$ cat config.mk
export PLATFORM = sky130hd
export DESIGN_NAME = rob_retire
export DESIGN_NICKNAME = d
export VERILOG_FILES = /design/src/rtl/rob_pkg.sv /design/src/rtl/rob_free_decode.sv /design/src/rtl/rob_retire.sv
export SDC_FILE = /design/constraint.sdc
export NUM_CORES = 1
export LEC_CHECK = 0
export BUFFER_PORTS_ARGS = -buffer_cell sky130_fd_sc_hd__buf_2
export CAP_MARGIN = 10
export CELL_PAD_IN_SITES_DETAIL_PLACEMENT = 0
export CELL_PAD_IN_SITES_GLOBAL_PLACEMENT = 1
export CORE_AREA = 2 2 149 151
export DETAILED_ROUTE_END_ITERATION = 6
export DIE_AREA = 0 0 151 153
export GPL_ROUTABILITY_DRIVEN = 0
export GPL_TIMING_DRIVEN = 0
export PLACE_DENSITY_LB_ADDON = 0.1
export SLEW_MARGIN = 20
export SYNTH_ARGS = -nofsm -noshare
export SYNTH_HDL_FRONTEND = slang
export SYNTH_SLANG_ARGS = --single-unit
$ cat constraint.sdc
create_clock -name clk -period 3.25 [get_ports clk]
set_clock_uncertainty 0.15 [all_clocks]
set_input_delay 0.325 -clock clk [delete_from_list [all_inputs] [get_ports clk]]
set_output_delay 0.325 -clock clk [all_outputs]
set_load 0.02 [all_outputs]
$ cat src/rtl/rob_pkg.sv
// rob_pkg: shared sizes, the ROB entry layout and the free-eligibility helper.
// Latency: none (types and constants only).
// Backpressure: not applicable.
package rob_pkg;

  localparam int DEPTH    = 16;
  localparam int PREG_W   = 6;
  localparam int NUM_PREG = 1 << PREG_W;

  // old_dr value meaning "destination had no previous physical mapping"
  localparam logic [PREG_W:0] NO_OLD_PREG = NUM_PREG[PREG_W:0];

  typedef struct packed {
    logic              valid;
    logic              done;
    logic [PREG_W-1:0] dr_p;
    logic [PREG_W:0]   old_dr;
  } rob_entry_t;

  // An old mapping is returned to the pool only if it names a real preg other than x0's
  function automatic logic frees_preg(input logic [PREG_W:0] old_dr);
    return (old_dr < NO_OLD_PREG) && (old_dr != '0);
  endfunction

endpackage

$ cat src/rtl/rob_free_decode.sv
// rob_free_decode: turns up to two retiring (valid, old_dr) pairs into a one-hot-per-preg free vector.
// Latency: purely combinational.
// Backpressure: none; a duplicate preg simply sets the same bit once.
module rob_free_decode
  import rob_pkg::*;
(
  input  logic                v0,
  input  logic [PREG_W:0]     old0,
  input  logic                v1,
  input  logic [PREG_W:0]     old1,
  output logic [NUM_PREG-1:0] free_vec
);

  // OR both retiring slots into the vector, skipping x0 and "no old preg"
  always_comb begin
    free_vec = '0;
    if (v0 && frees_preg(old0)) free_vec[old0[PREG_W-1:0]] = 1'b1;
    if (v1 && frees_preg(old1)) free_vec[old1[PREG_W-1:0]] = 1'b1;
  end

endmodule

$ cat src/rtl/rob_retire.sv
// rob_retire: in-order reorder buffer; retires done head entries and frees their old pregs.
// Latency: completion lands at one edge, retire at the next; free vector and count are registered.
// Backpressure: alloc_ready low while full (even if the head retires that cycle); unready allocs dropped.
// Build option: define ROB_DUAL_RETIRE_EN to retire head and head+1 on the same edge.
module rob_retire #(
  parameter int DEPTH  = 16,
  parameter int PREG_W = 6
) (
  input  logic                     clk,
  input  logic                     rstn,
  input  logic                     alloc_valid,
  input  logic [PREG_W-1:0]        alloc_dr_p,
  input  logic [PREG_W:0]          alloc_old_dr,
  output logic                     alloc_ready,
  output logic [$clog2(DEPTH)-1:0] alloc_rob_num,
  input  logic                     cmpl_valid,
  input  logic [$clog2(DEPTH)-1:0] cmpl_rob_num,
  output logic [(1<<PREG_W)-1:0]   retire_from_ROB,
  output logic [1:0]               retire_cnt,
  output logic                     rob_empty
);
  import rob_pkg::*;

  localparam int IW = $clog2(DEPTH);
  localparam int OW = IW + 1;

  rob_entry_t              ent [DEPTH];
  logic [IW-1:0]           head;
  logic [IW-1:0]           tail;
  logic [OW-1:0]           occ;
  logic                    alloc_fire;
  logic                    ret0;
  logic                    ret1;
  logic [1:0]              ret_n;
  logic [PREG_W:0]         old1;
  logic [(1<<PREG_W)-1:0]  free_vec;
  logic                    dr_p_unused;

  // Full check uses the registered occupancy only, so a same-cycle retire never opens a slot early
  assign alloc_ready   = (occ != OW'(DEPTH));
  assign alloc_fire    = alloc_valid && alloc_ready;
  assign alloc_rob_num = tail;
  assign rob_empty     = (occ == '0);

  // Head retires on the registered done bit, so a completion is always visible for a cycle first
  assign ret0 = ent[head].valid && ent[head].done;

`ifdef ROB_DUAL_RETIRE_EN
  logic [IW-1:0] head_nx1;
  assign head_nx1 = head + IW'(1);
  assign ret1     = ret0 && ent[head_nx1].valid && ent[head_nx1].done;
  assign old1     = ent[head_nx1].old_dr;
`else
  assign ret1 = 1'b0;
  assign old1 = '0;
`endif

  assign ret_n = {1'b0, ret0} + {1'b0, ret1};

  rob_free_decode u_free_decode (
    .v0       (ret0),
    .old0     (ent[head].old_dr),
    .v1       (ret1),
    .old1     (old1),
    .free_vec (free_vec)
  );

  // dr_p rides along for the rename side and is not consumed by retirement
  always_comb begin
    dr_p_unused = 1'b0;
    for (int i = 0; i < DEPTH; i++) dr_p_unused = dr_p_unused ^ (^ent[i].dr_p);
  end

  // Entry array: completion, then alloc write, then retire clear (they never collide on one valid slot)
  always_ff @(posedge clk) begin
    if (!rstn) begin
      for (int i = 0; i < DEPTH; i++) ent[i] <= '0;
    end else begin
      if (cmpl_valid && ent[cmpl_rob_num].valid) ent[cmpl_rob_num].done <= 1'b1;
      if (alloc_fire) ent[tail] <= '{valid: 1'b1, done: 1'b0, dr_p: alloc_dr_p, old_dr: alloc_old_dr};
      if (ret0) ent[head].valid <= 1'b0;
`ifdef ROB_DUAL_RETIRE_EN
      if (ret1) ent[head_nx1].valid <= 1'b0;
`endif
    end
  end

  // Pointers, occupancy and the registered retire report
  always_ff @(posedge clk) begin
    if (!rstn) begin
      head            <= '0;
      tail            <= '0;
      occ             <= '0;
      retire_from_ROB <= '0;
      retire_cnt      <= 2'd0;
    end else begin
      head            <= head + IW'(ret_n);
      tail            <= tail + IW'(alloc_fire);
      occ             <= occ + OW'(alloc_fire) - OW'(ret_n);
      retire_from_ROB <= free_vec;
      retire_cnt      <= ret_n;
    end
  end

endmodule
[After elaboration in Yosys (flattened, before gate mapping)]
Memory sizes are Yosys's and may differ from the RTL's. A register that Yosys moved wholly into a read port is not among the register bits.
Cells that the tools add are included.
Word-level totals
  register bits after elaboration: 79
  bits in latches: 0
  RAM bits: 240
  memory bits (read-only): 0
  input port bits: 21
  logic and storage cells: 49
  memories: 1
Cells by class
  $add $sub $neg: 4
  multiply operators: 0
  divide/modulo/power cells: 0
  magnitude comparators: 3
  eq/ne operators: 1
  shift operators: 0
  muxes and demuxes: 22
  bitwise logic cells: 0
  reductions and logical operators: 12
Memory list
  ent: words 16, width 15, read ports 2, clocked after Yosys merged registers in 1, wr ports 16, line rob_retire.sv:27  | rob_entry_t ent [DEPTH];
Operator list (number)
  $mux W15: 3
  $reduce_or A15 Y1: 3
  $mux W4: 4
  $mux W1: 12
  $add A4 B1 Y4: 2
  $lt A6 B7 Y1 const B: 1
  $lt A7 B7 Y1 const B: 1
  $reduce_bool A7 Y1: 1
  $demux W1 S6: 1
  $ge A6 B1 Y1 const B: 1
  $logic_and A1 B1 Y1: 6
  $add A5 B1 Y5: 1
  $logic_not A5 Y1: 1
  $ne A5 B5 Y1 const B: 1
  $sub A5 B1 Y5: 1
  $mux W2: 2
  $reduce_and A2 Y1: 1

[Logic depth before layout (Yosys ltp)]
Gate-level depths: netlist of run 1.
  depth after elaboration: 7
  depth in mapped cells: 17

[Modules after synthesis]
A second synthesis of run 1 with hierarchy kept.
Unflattened totals
  cells, all modules: 837
  area total of the unflattened synthesis: 10378.7 um2
Modules (own cells, without submodules)
  rob_retire: times used 1, cells an instance 691, area an instance 9265.1 um2
  rob_free_decode: times used 1, cells an instance 146, area an instance 1113.6 um2

[Worst setup path before layout of run 1]
Ideal clock, no wire load.
  path type: register to register
  from: register, netlist name head[1]
  to: register occ[4]
  arrival: 3.013 ns
  required time: 3.029 ns
  setup slack: 0.017 ns
  stages on the path, launching flop included: 17
  period minus slack after synthesis: 3.233 ns
  cell sequence: dfxtp_1 -> buf_2 -> buf_1 -> nand2_1 -> o21ai_0 -> nor3_1 -> a21o_1 -> ha_1 -> inv_1 -> ha_1 -> inv_1 -> fa_1 -> inv_1 -> a21oi_1 -> nor2_1 -> or3_1 -> a21oi_1
RTL lines
  end signal: assignment: line rob_retire.sv:99  | occ <= occ + OW'(alloc_fire) - OW'(ret_n);
  end: declaration: line rob_retire.sv:30  | logic [OW-1:0] occ;

==> metrics.yaml, run 1 <==
run_status:
  status: "complete, no violations"
worst_setup_path:
  r2r_cells: 17
  worst_path_max_delay_cell: "or3_1"
  critPathLaunch: "head[0]"
  cp_top_family: "simple AND/OR/NAND/NOR gates"
  cpMostUsedCell: "inv_1"
  slowest_delay_ns: 0.34
  startpoint_type: "flop"
  r2r_start: "head[0]"
  endpoint_kind: "flop"
  crit_buf_inv: 5
  cp_data_required_time_ns: 3.55
  critPathMaxFanout: 10
  critPathArrivalTime_ns: 3.40
  timing.rr.end: "occ[4]"
  rrSetupSlack_ns: 0.14
  criticalPathCategory: "reg -> reg"
  cp_cell_sequence: "buf_6, buf_6, nor2_4, o211ai_1, nand2_1, nor2_2, a21o_1, ha_1, inv_1, ha_1, inv_1, fa_1, inv_1, a21oi_1, nor2_1, or3_1, a21oi_1"
place:
  place_hpwl_um: 17900
  io_buffer_count: 85
floorplan:
  die-area_um2: 23100
  rows: 54
  fp.dieH_um: 153
  core_um2: 21500
  die_w_um: 151
  initial_core_util_pct: 42.4
  pin_count: 93
global_routing:
  grt_max_degree: 14
  grt_pass1_vias: 6312
  grt_pass1_wl_um: 38000
  grt_usage_pct: 21.9
  antenna_found_initial: 0
  grt-ovfl-total: 0
yosys:
  yosysMostFrequentCell: "edfxtp_1"
  yosysWarnings: 0
  synth_edf_count: 112
  synth_top_area_cell: "edfxtp_1"
  ys_ff_latch: 222
  synth.area.top_cells: "edfxtp_1 (37%), dfxtp_1 (24%), mux4_2 (7.9%), and3_1 (4.7%), and2_1 (4.6%)"
  synth_flop_cell: "edfxtp_1"
  netlist_instances: 748
  synth_seq_area_share_pct: 61.1
  synth_cell_types: 43
  synth_top_area_share_pct: 37.0
  synth_area_um2: 9100
  syn_avg_cell_area_um2: 12.2
  ys_async_sr_fraction_pct: 0
  synth_common_cells: "edfxtp_1 (112), dfxtp_1 (110), and3_1 (68), nor2_1 (68), and2_1 (67)"
detailed_routing:
  finalWirelength_um: 25100
  ant_nets: 0
  drtIter0Drc: 576
  wl_met3_um: 1880
  vias_per_cell: 5.54
  drc: 0
  met2_wirelength_um: 11900
  vias: 6467
  wl_met1_um: 10900
  highest_layer: "met4"
  wl_per_cell_um: 21.5
  drtPass1Iterations: 5
clock_network:
  h-tree-depth: 1
  clock-root-buffer: "clkbuf_16"
  cts_buffers: 25
  clk_pin_slew_ns: 0.06
  clock_path_buffers: 3
  clk_latency_ns: 0.52
  cts_sinks: 222
  cts_tree: "yes"
cells_and_area:
  nFillCells: 1944
  finalCoreUtilization_pct: 50.6
  diodes: 0
  layout-drive-gt1-share_pct: 22.6
  nets: 904
  area.growth.synth_to_final_pct: 19.5
pwr:
  ir_worst_vdd_uv: 390
  total_leakage_power_nw: 4.45
  p_per_area_nw_per_um2: 602
  power_w: 0.00654
sta:
  finalSetupViolCount: 0
  slew_headroom_pct: 34.8
  timing.fmax_mhz: 322
  min_period_ns: 3.11
  slew_violations: 0
  tightest_slew_ns: 0.970
  rsz0062_at_grt: "yes"
  hold_viol: 0
  final.period_utilization_pct: 95.6
worst_hold_path:
  whs_path_depth: 2
  hold_class: "in -> reg"
  min_from: "alloc_old_dr[5]"
  hold_path_end: "ent[0][5]"
run:
  cap_viol_max_count: 0
[what timing repair did]
item / in CTS / in global routing
hold buffers: 0 / 0
pin swaps: 0 / 5
gates resized for setup: 28 / 20
buffers inserted: 1 / 9
setup endpoints to repair: 53 / 37
[worst max path at each step]
stage,endpoint,slack [ns],depth (start not counted)
floorplan,occ[4],0.02,16
global placement,occ[4],-0.76,17
detailed placement,occ[4],-0.79,17
CTS,occ[4],-0.03,17
global route,occ[4],-0.05,17
finish,occ[4],0.14,17
[placed cells by master, fill, tap and decap left out, types with 6 or more instances in the layout]
| master | instances |
|---|---|
| and2_1 | 67 |
| or2_2 | 10 |
| o21ai_1 | 6 |
| nor2b_1 | 10 |
| nand2b_1 | 16 |
| a21oi_1 | 31 |
| a22o_1 | 8 |
| a22oi_1 | 14 |
| clkbuf_1 | 40 |
| nor2_1 | 66 |
| and3_1 | 68 |
| edfxtp_1 | 112 |
| inv_1 | 9 |
| o211ai_1 | 6 |
| mux4_2 | 32 |
| nor3_1 | 32 |
| ha_1 | 10 |
| dfxtp_1 | 109 |
| nand2_1 | 21 |
| buf_4 | 14 |
| nand3_1 | 14 |
| clkbuf_16 | 26 |
| buf_2 | 88 |
[routing by layer]
metal,up-vias,global-route usage (%)
li1,2960,-
met4,0,5.47
met1,3195,30.8
met5,-,0
met2,277,35.5
met3,35,3.70
[registers in the layout, indices dropped and copies added (netlist names)]
name             cells
head                 4
alloc_rob_num        4
ent                144
retire_from_ROB     64
retire_cnt           1
occ                  5
[layout make-up]
type / instances / area, um^2 / share of cell area [%]
clock buffer: 33 / 697 / 6.41
timing repair buffer: 96 / 508 / 4.67
multi-input combinational: 467 / 3360 / 30.9
sequential: 222 / 5570 / 51.2
tap: 280 / 350 / 3.22
clock inverter: 10 / 77.6 / 0.714
buffer: 51 / 274 / 2.52
inverter: 9 / 33.8 / 0.311
[where the power goes]
group | leakage [nW] | internal [W] | switching [W]
clock | 0.380 | 0.00158 | 0.00109
sequential | 2.05 | 0.00305 | 0.0000594
combinational | 2.02 | 0.000269 | 0.000502
[logic make-up after synthesis]
group	after synthesis	synth area share, %
DFF	222	61.1
other	1	0.0412
AOI/OAI and AO/OA	84	5.88
muxes	34	8.15
buffers and inverters	60	2.64
xor gates and xnor gates	7	0.674
and+or+nand+nor	329	19.9
adders and majority gates	11	1.59
[through the flow]
stage | hold WS, ns | instance area, um^2 | std cells | worst slack [ns] | setup TNS (ns)
after floorplan | 0.304 | 9100 | 749 | 0.0166 | 0
after global placement | 0.321 | 9880 | 1114 | -0.762 | -9.18
after detailed placement | 0.329 | 9890 | 1115 | -0.791 | -8.95
after CTS | 0.0600 | 10700 | 1159 | -0.0267 | -0.0267
after global routing | 0.0768 | 10900 | 1168 | -0.0477 | -0.0477
final | 0.0765 | 10900 | 1168 | 0.144 | 0
No activity file was read; power rests on OpenSTA's default activity.
==> run 2: changes to the inputs <==
--- a/config.mk
+++ b/config.mk
@@ -5,13 +5,14 @@
 export SDC_FILE = /design/constraint.sdc
 export NUM_CORES = 1
 export LEC_CHECK = 0
+export ABC_AREA = 1
 export BUFFER_PORTS_ARGS = -buffer_cell sky130_fd_sc_hd__buf_2
 export CAP_MARGIN = 10
 export CELL_PAD_IN_SITES_DETAIL_PLACEMENT = 0
 export CELL_PAD_IN_SITES_GLOBAL_PLACEMENT = 1
-export CORE_AREA = 2 2 149 151
+export CORE_AREA = 2 2 159 161
 export DETAILED_ROUTE_END_ITERATION = 6
-export DIE_AREA = 0 0 151 153
+export DIE_AREA = 0 0 161 163
 export GPL_ROUTABILITY_DRIVEN = 0
 export GPL_TIMING_DRIVEN = 0
 export PLACE_DENSITY_LB_ADDON = 0.1
==> metrics.yaml, run 2 <==
yosys:
  yosysWarnings: 0  # unchanged
  netlist_instances: 1196  # +60%
  ys_async_sr_fraction_pct: 0  # unchanged
  synth_edf_count: 112  # unchanged
  yosysMostFrequentCell: "nand2_1"
  synth_area_um2: 9640  # +6.0%
  synth_top_area_cell: "edfxtp_1"
  syn_avg_cell_area_um2: 8.06  # -34%
  synth.area.top_cells: "edfxtp_1 (35%), dfxtp_1 (23%), nand2_1 (17%), nor2_1 (9.7%), inv_1 (2.9%)"
  synth_top_area_share_pct: 34.9  # -2.1 points
  synth_seq_area_share_pct: 57.7  # -3.4 points
  ys_ff_latch: 222  # unchanged
  synth_common_cells: "nand2_1 (444), nor2_1 (248), edfxtp_1 (112)"
  synth_flop_cell: "edfxtp_1"
  synth_cell_types: 26  # -40%
worst_setup_path:
  endpoint_kind: "flop"
  r2r_start: "occ[2]"
  critPathMaxFanout: 9  # -1
  critPathLaunch: "occ[2]"
  slowest_delay_ns: 0.48  # +0.14 ns
  cp_cell_sequence: "inv_1, ha_1, nand3_1, nand2_1, nor2_1, nand2_1, nor2_1, clkinv_1, nand2_2"
  r2r_cells: 9  # -8
  rrSetupSlack_ns: 0.25  # +0.11 ns
  worst_path_max_delay_cell: "clkinv_1"
  critPathArrivalTime_ns: 3.05  # -0.35 ns
  cp_data_required_time_ns: 3.30  # -0.25 ns
  timing.rr.end: "ent[0][2]"
  criticalPathCategory: "reg -> reg"
  crit_path_end: "ent[0][2]"
  startpoint_type: "flop"
detailed_routing:
  ant_nets: 0  # unchanged
  vias: 8059  # +25%
  vias_per_cell: 4.88  # -12%
  wl_per_cell_um: 18.3  # -15%
  drtIter0Drc: 691  # +20%
  finalWirelength_um: 30300  # +21%
  drc: 0  # unchanged
  drtPass1Iterations: 6  # +1
clock_network:
  holdBufCountCts: 0  # unchanged
  clk_pin_slew_ns: 0.06  # about the same
  cts_tree: "yes"
  h-tree-depth: 1  # unchanged
  cts_sinks: 222  # unchanged
  clk_latency_ns: 0.52  # about the same
  clock-root-buffer: "clkbuf_16"
  clock_path_buffers: 3  # unchanged
  cts_buffers: 24  # -4.0%
pwr:
  internal_power_w: 0.00478  # -2.3%
  pwr-share-clk_pct: 42.0  # +1.3 points
  pwr-share-comb_pct: 9.1  # -2.7 points
  pwr-share-seq_pct: 48.9  # +1.4 points
  switchingPower_w: 0.00156  # -5.5%
  ir_worst_vdd_uv: 373  # -4.4%
  p_per_area_nw_per_um2: 557  # -7.4%
  total_leakage_power_nw: 5.16  # +16%
  switching_share_pct: 24.6  # -0.61 points
sta:
  tightest_slew_ns: 0.827  # -0.143 ns
  finalSetupViolCount: 0  # unchanged
  slew_violations: 0  # unchanged
  hold_viol: 0  # unchanged
  timing.fmax_mhz: 333  # +3.5%
  min_period_ns: 3.00  # -0.105 ns
  rsz0062_at_grt: "yes"
  slew_headroom_pct: 44.9  # +10 points
  final.period_utilization_pct: 92.3  # -3.2 points
cells_and_area:
  largestRegisters: "ent x144, retire_from_ROB x64, occ x5"
  area.growth.synth_to_final_pct: 17.9
  nFillCells: 2540  # +31%
  layout-drive-gt1-share_pct: 12.7  # -9.9 points
  diodes: 0  # unchanged
  nets: 1339  # +48%
  final-seq-area_um2: 5570  # about the same
  finalCoreUtilization_pct: 46.1  # -4.5 points
  layout_common_cells: "nand2_1 (441), nor2_1 (245), edfxtp_1 (112)"
  largest_register_ffs: 144  # unchanged
  multi_input_area_um2: 3520  # +4.7%
  top_register: "ent"
  design_area_um2: 11400  # +4.6%
  final_common_cell: "nand2_1"
global_routing:
  antenna_found_initial: 0  # unchanged
  grt_max_degree: 13  # -1
  grt_pass1_vias: 7524  # +19%
  grt-ovfl-total: 0  # unchanged
  grt_pass1_wl_um: 45900  # +21%
  grt_usage_pct: 23.2  # +1.3 points
worst_hold_path:
  hold_class: "in -> reg"
place:
  place_area_um2: 10500  # +5.9%
  io_buffer_count: 84  # -1.2%
  place_hpwl_um: 21400  # +19%
floorplan:
  fp.dieH_um: 163  # +6.5%
  pin_count: 93  # unchanged
  die_w_um: 161  # +6.6%
  initial_core_util_pct: 39.1  # -3.3 points
  core_um2: 24700  # +15%
  rows: 58  # +7.4%
  die-area_um2: 26200  # +14%
run_status:
  status: "complete, no violations"
run:
  cap_viol_max_count: 0  # unchanged
[run 2: per-layer routing]
| layer | global-route usage [%] | vias to the layer above | routed length (um) |
|---|---|---|---|
| li1 | - | 3984 | - |
| met1 | 33.6 | 3776 | 14100 |
| met2 | 37.7 | 263 | 13700 |
| met3 | 2.65 | 36 | 1880 |
| met4 | 5.24 | 0 | 608 |
| met5 | 0 | - | 0 |
[run 2: layout make-up]
class / instances / share of cell area [%]
Timing Repair Buffer: 84 / 3.70
Buffer: 50 / 3.12
Inverter: 89 / 3.01
Sequential cell: 222 / 49.0
Clock inverter: 7 / 0.726
Tap cell: 330 / 3.63
Clock buffer: 33 / 5.85
Multi-Input combinational cell: 836 / 31.0
[run 2: repair_timing]
item / in CTS / in global routing
gates resized for setup: 20 / 30
pin swaps: 0 / 1
setup endpoints to repair: 1 / 15
buffers inserted: 0 / 0
[run 2: cells by family after synthesis]
| family | count (synthesis) | synth area share, % |
|---|---|---|
| AOI/OAI and AO/OA | 54 | 3.14 |
| xor gates and xnor gates | 3 | 0.272 |
| adders and majority gates | 11 | 1.50 |
| buffers and inverters | 139 | 6.14 |
| DFF | 222 | 57.7 |
| other | 1 | 0.0389 |
| and+or+nand+nor | 766 | 31.2 |
[run 2: metrics by stage]
stage	setup slack (ns)	std cells	hold slack [ns]	total power, W	setup TNS (ns)
6_report	0.249	1651	0.0265	0.00634	0
5_1_grt	-0.00664	1651	0.0598	0.00657	-0.00664
4_1_cts	0.000816	1651	0.0145	0.00638	0
3_5_place_dp	-0.275	1611	0.313	0.00373	-0.275
3_3_place_gp	-0.231	1611	0.312	0.00373	-0.231
2_1_floorplan	0.513	1197	0.300	0.00354	0
[run 2: how the worst min path moves through the flow]
stage                          from          end  slack (ns)  cells after the start
finish              cmpl_rob_num[1]   ent[5][13]        0.03                      4
CTS                 cmpl_rob_num[1]   ent[5][13]        0.01                      4
detailed placement      ent[13][13]  ent[13][13]        0.31                      2
global placement         ent[8][13]   ent[8][13]        0.31                      2
floorplan                ent[0][13]   ent[0][13]        0.30                      2
global route        cmpl_rob_num[3]   ent[3][13]        0.06                      4
[run 2: power by group through the flow]
stage	combinational [W]	clock, W	sequential [W]
2_1_floorplan	0.000385	0	0.00315
3_3_place_gp	0.000568	0	0.00316
3_5_place_dp	0.000573	0	0.00316
4_1_cts	0.000576	0.00270	0.00310
5_1_grt	0.000656	0.00281	0.00311
6_report	0.000578	0.00266	0.00310
[run 2: worst max-delay path: cells and delay by family (launching register included)]
family	cells	cell delay (ns)
fa+ha+maj	1	0.22
simple gates	6	1.44
buf+inv	2	0.55
flops	1	0.33
==> run 3: changes to the inputs <==
--- a/config.mk
+++ b/config.mk
@@ -10,10 +10,10 @@
 export CAP_MARGIN = 10
 export CELL_PAD_IN_SITES_DETAIL_PLACEMENT = 0
 export CELL_PAD_IN_SITES_GLOBAL_PLACEMENT = 1
-export CORE_AREA = 2 2 159 161
+export CORE_AREA = 2 2 113 225
 export DETAILED_ROUTE_END_ITERATION = 6
-export DIE_AREA = 0 0 161 163
-export GPL_ROUTABILITY_DRIVEN = 0
+export DIE_AREA = 0 0 115 227
+export GPL_ROUTABILITY_DRIVEN = 1
 export GPL_TIMING_DRIVEN = 0
 export PLACE_DENSITY_LB_ADDON = 0.1
 export SLEW_MARGIN = 20
==> metrics.yaml, run 3 (synthesis results as in run 2) <==
run_status:
  status: "complete, no violations"
global_routing:
  antenna_found_initial: 0  # unchanged
  grt_max_degree: 17  # +4
  grt-ovfl-total: 0  # unchanged
  grt_pass1_vias: 7711  # +2.5%
  grt_usage_pct: 25.6  # +2.4 points
  grt_pass1_wl_um: 47400  # +3.3%
sta:
  timing.fmax_mhz: 319  # -4.1%
  rsz0062_at_grt: "yes"
  layout_setup_ws_ns: 0.119  # -0.130 ns
  final.period_utilization_pct: 96.3  # +4.0 points
  slew_violations: 0  # unchanged
  min_period_ns: 3.13  # +0.130 ns
  hold_viol: 0  # unchanged
  finalSetupViolCount: 0  # unchanged
  slew_headroom_pct: 41.9  # -3.0 points
  tightest_slew_ns: 0.869  # +0.0419 ns
worst_setup_path:
  worst_path_max_delay_cell: "nor2_1"
  crit_buf_inv: 2  # unchanged
  cpMostUsedCell: "nand2_1"
  cp_top_family: "simple AND/OR/NAND/NOR gates"
  cp_cell_sequence: "inv_1, ha_1, nand3_1, nand2_1, nor2_1, nand2_1, nor2_1, clkinv_1, nand2_1"
  critPathMaxFanout: 9  # unchanged
  endpoint_kind: "flop"
  slowest_delay_ns: 0.50  # +0.02 ns
  critPathArrivalTime_ns: 3.17  # +0.12 ns
  startpoint_type: "flop"
  cp_data_required_time_ns: 3.29  # about the same
  criticalPathCategory: "reg -> reg"
floorplan:
  core_um2: 24300  # -1.4%
  fp.dieH_um: 227  # +39%
  die_w_um: 115  # -29%
  die-area_um2: 26100  # -0.53%
  rows: 81  # +40%
  initial_core_util_pct: 39.7  # +0.56 points
  pin_count: 93  # unchanged
pwr:
  internal_power_w: 0.00460  # -3.8%
  power_w: 0.00619  # -2.3%
  total_leakage_power_nw: 5.17  # about the same
  switchingPower_w: 0.00160  # +2.3%
  ir_worst_vdd_uv: 401  # +7.6%
  pwr-share-comb_pct: 9.6  # +0.5 points
  switching_share_pct: 25.8  # +1.2 points
  pwr-share-seq_pct: 49.9  # +1.0 points
  pwr-share-clk_pct: 40.5  # -1.5 points
  p_per_area_nw_per_um2: 547  # -1.9%
detailed_routing:
  ant_nets: 0  # unchanged
  vias_per_cell: 5.04  # +3.3%
  drc: 0  # unchanged
  finalWirelength_um: 33000  # +8.8%
  wl_per_cell_um: 20.5  # +12%
  vias: 8127  # +0.84%
  drtIter0Drc: 424  # -39%
  drtPass1Iterations: 7  # +1
clock_network:
  clk_pin_slew_ns: 0.07  # about the same
  h-tree-depth: 1  # unchanged
  clock_path_buffers: 3  # unchanged
  cts_buffers: 21  # -13%
  clock-root-buffer: "clkbuf_16"
  clk_latency_ns: 0.52  # about the same
  holdBufCountCts: 0  # unchanged
  cts_tree: "yes"
  cts_sinks: 222  # unchanged
cells_and_area:
  fin_cells: 1611  # -2.4%
  diodes: 0  # unchanged
  largestRegisters: "ent x144, retire_from_ROB x64, occ x5"
  top_register: "ent"
  finalCoreUtilization_pct: 46.6  # +0.48 points
  area.growth.synth_to_final_pct: 17.5
  layout-drive-gt1-share_pct: 13.7  # +0.98 points
  nets: 1339  # unchanged
  layout_common_cells: "nand2_1 (441), nor2_1 (243), edfxtp_1 (112)"
  largest_register_ffs: 144  # unchanged
  final_common_cell: "nand2_1"
worst_hold_path:
  hold_class: "in -> reg"
place:
  gp_congestion: 0.995
  place_hpwl_um: 24800  # +16%
  post-place-ws_ns: -0.512  # -0.238 ns
  post-place-cells: 1571  # -2.5%
  io_buffer_count: 84  # unchanged
run:
  cap_viol_max_count: 0  # unchanged
## run 3: cell count changes in the layout (fill, tap and decap cells not counted), sizes merged
cell,previous run,this run
clkinv,17,12
inv,77,86
clkbuf,53,48
buf,114,113
clkinvlp,0,2
## run 3: what timing repair did
action,in CTS,in global routing
gates resized for setup,26,34
setup endpoints to repair,11,44
pin swaps,0,2
buffers inserted,0,3
## run 3: power groups by stage
| stage | combinational, W | sequential [W] | clock (W) |
|---|---|---|---|
| after CTS | 0.000594 | 0.00309 | 0.00253 |
| after global placement | 0.000585 | 0.00315 | 0 |
| after global routing | 0.000674 | 0.00310 | 0.00262 |
| after detailed placement | 0.000591 | 0.00315 | 0 |
| after floorplan | 0.000385 | 0.00315 | 0 |
| final | 0.000594 | 0.00309 | 0.00251 |
## run 3: final timing paths
| path | startpoint | slack (ns) | endpoint | cells past startpoint |
|---|---|---|---|---|
| min | cmpl_rob_num[1] | 0.03 | ent[5][13] | 4 |
| min reg2reg | ent[10][13] | 0.32 | ent[10][13] | 2 |
| max reg2reg | occ[2] | 0.12 | ent[12][0] | 9 |
| max | occ[2] | 0.12 | ent[12][0] | 9 |
## run 3: stage by stage
step	hold WS [ns]	setup TNS [ns]	area [um^2]
after floorplan	0.300	0	9650
after global placement	0.311	-1.82	10400
after detailed placement	0.311	-1.79	10400
after CTS	0.0143	-0.0863	11200
after global routing	0.0765	-0.0922	11300
final	0.0271	0	11300
## run 3: metal layers
layer / track usage (%) / share of wire [%] / vias up
li1: - / - / 3975
met3: 2.29 / 3.9 / 98
met4: 18.2 / 8.3 / 0
met2: 51.5 / 56 / 288
met1: 22.7 / 31 / 3766
met5: 0 / 0 / -
## run 3: layout make-up
cell class                 instances  area, um^2
fill                            2483       13000
sequential                       222        5570
multi-input combinational        836        3530
clock buffer                      24         557
timing repair buffer              87         468
buffer                            50         365
tap                              290         363
inverter                          89         354
clock inverter                    13         126
## run 3: worst min-delay path, stage by stage
cell     delay, ns
buf_2         0.12
nor3_1        0.08
nand4_1       0.09
nand2_1       0.05
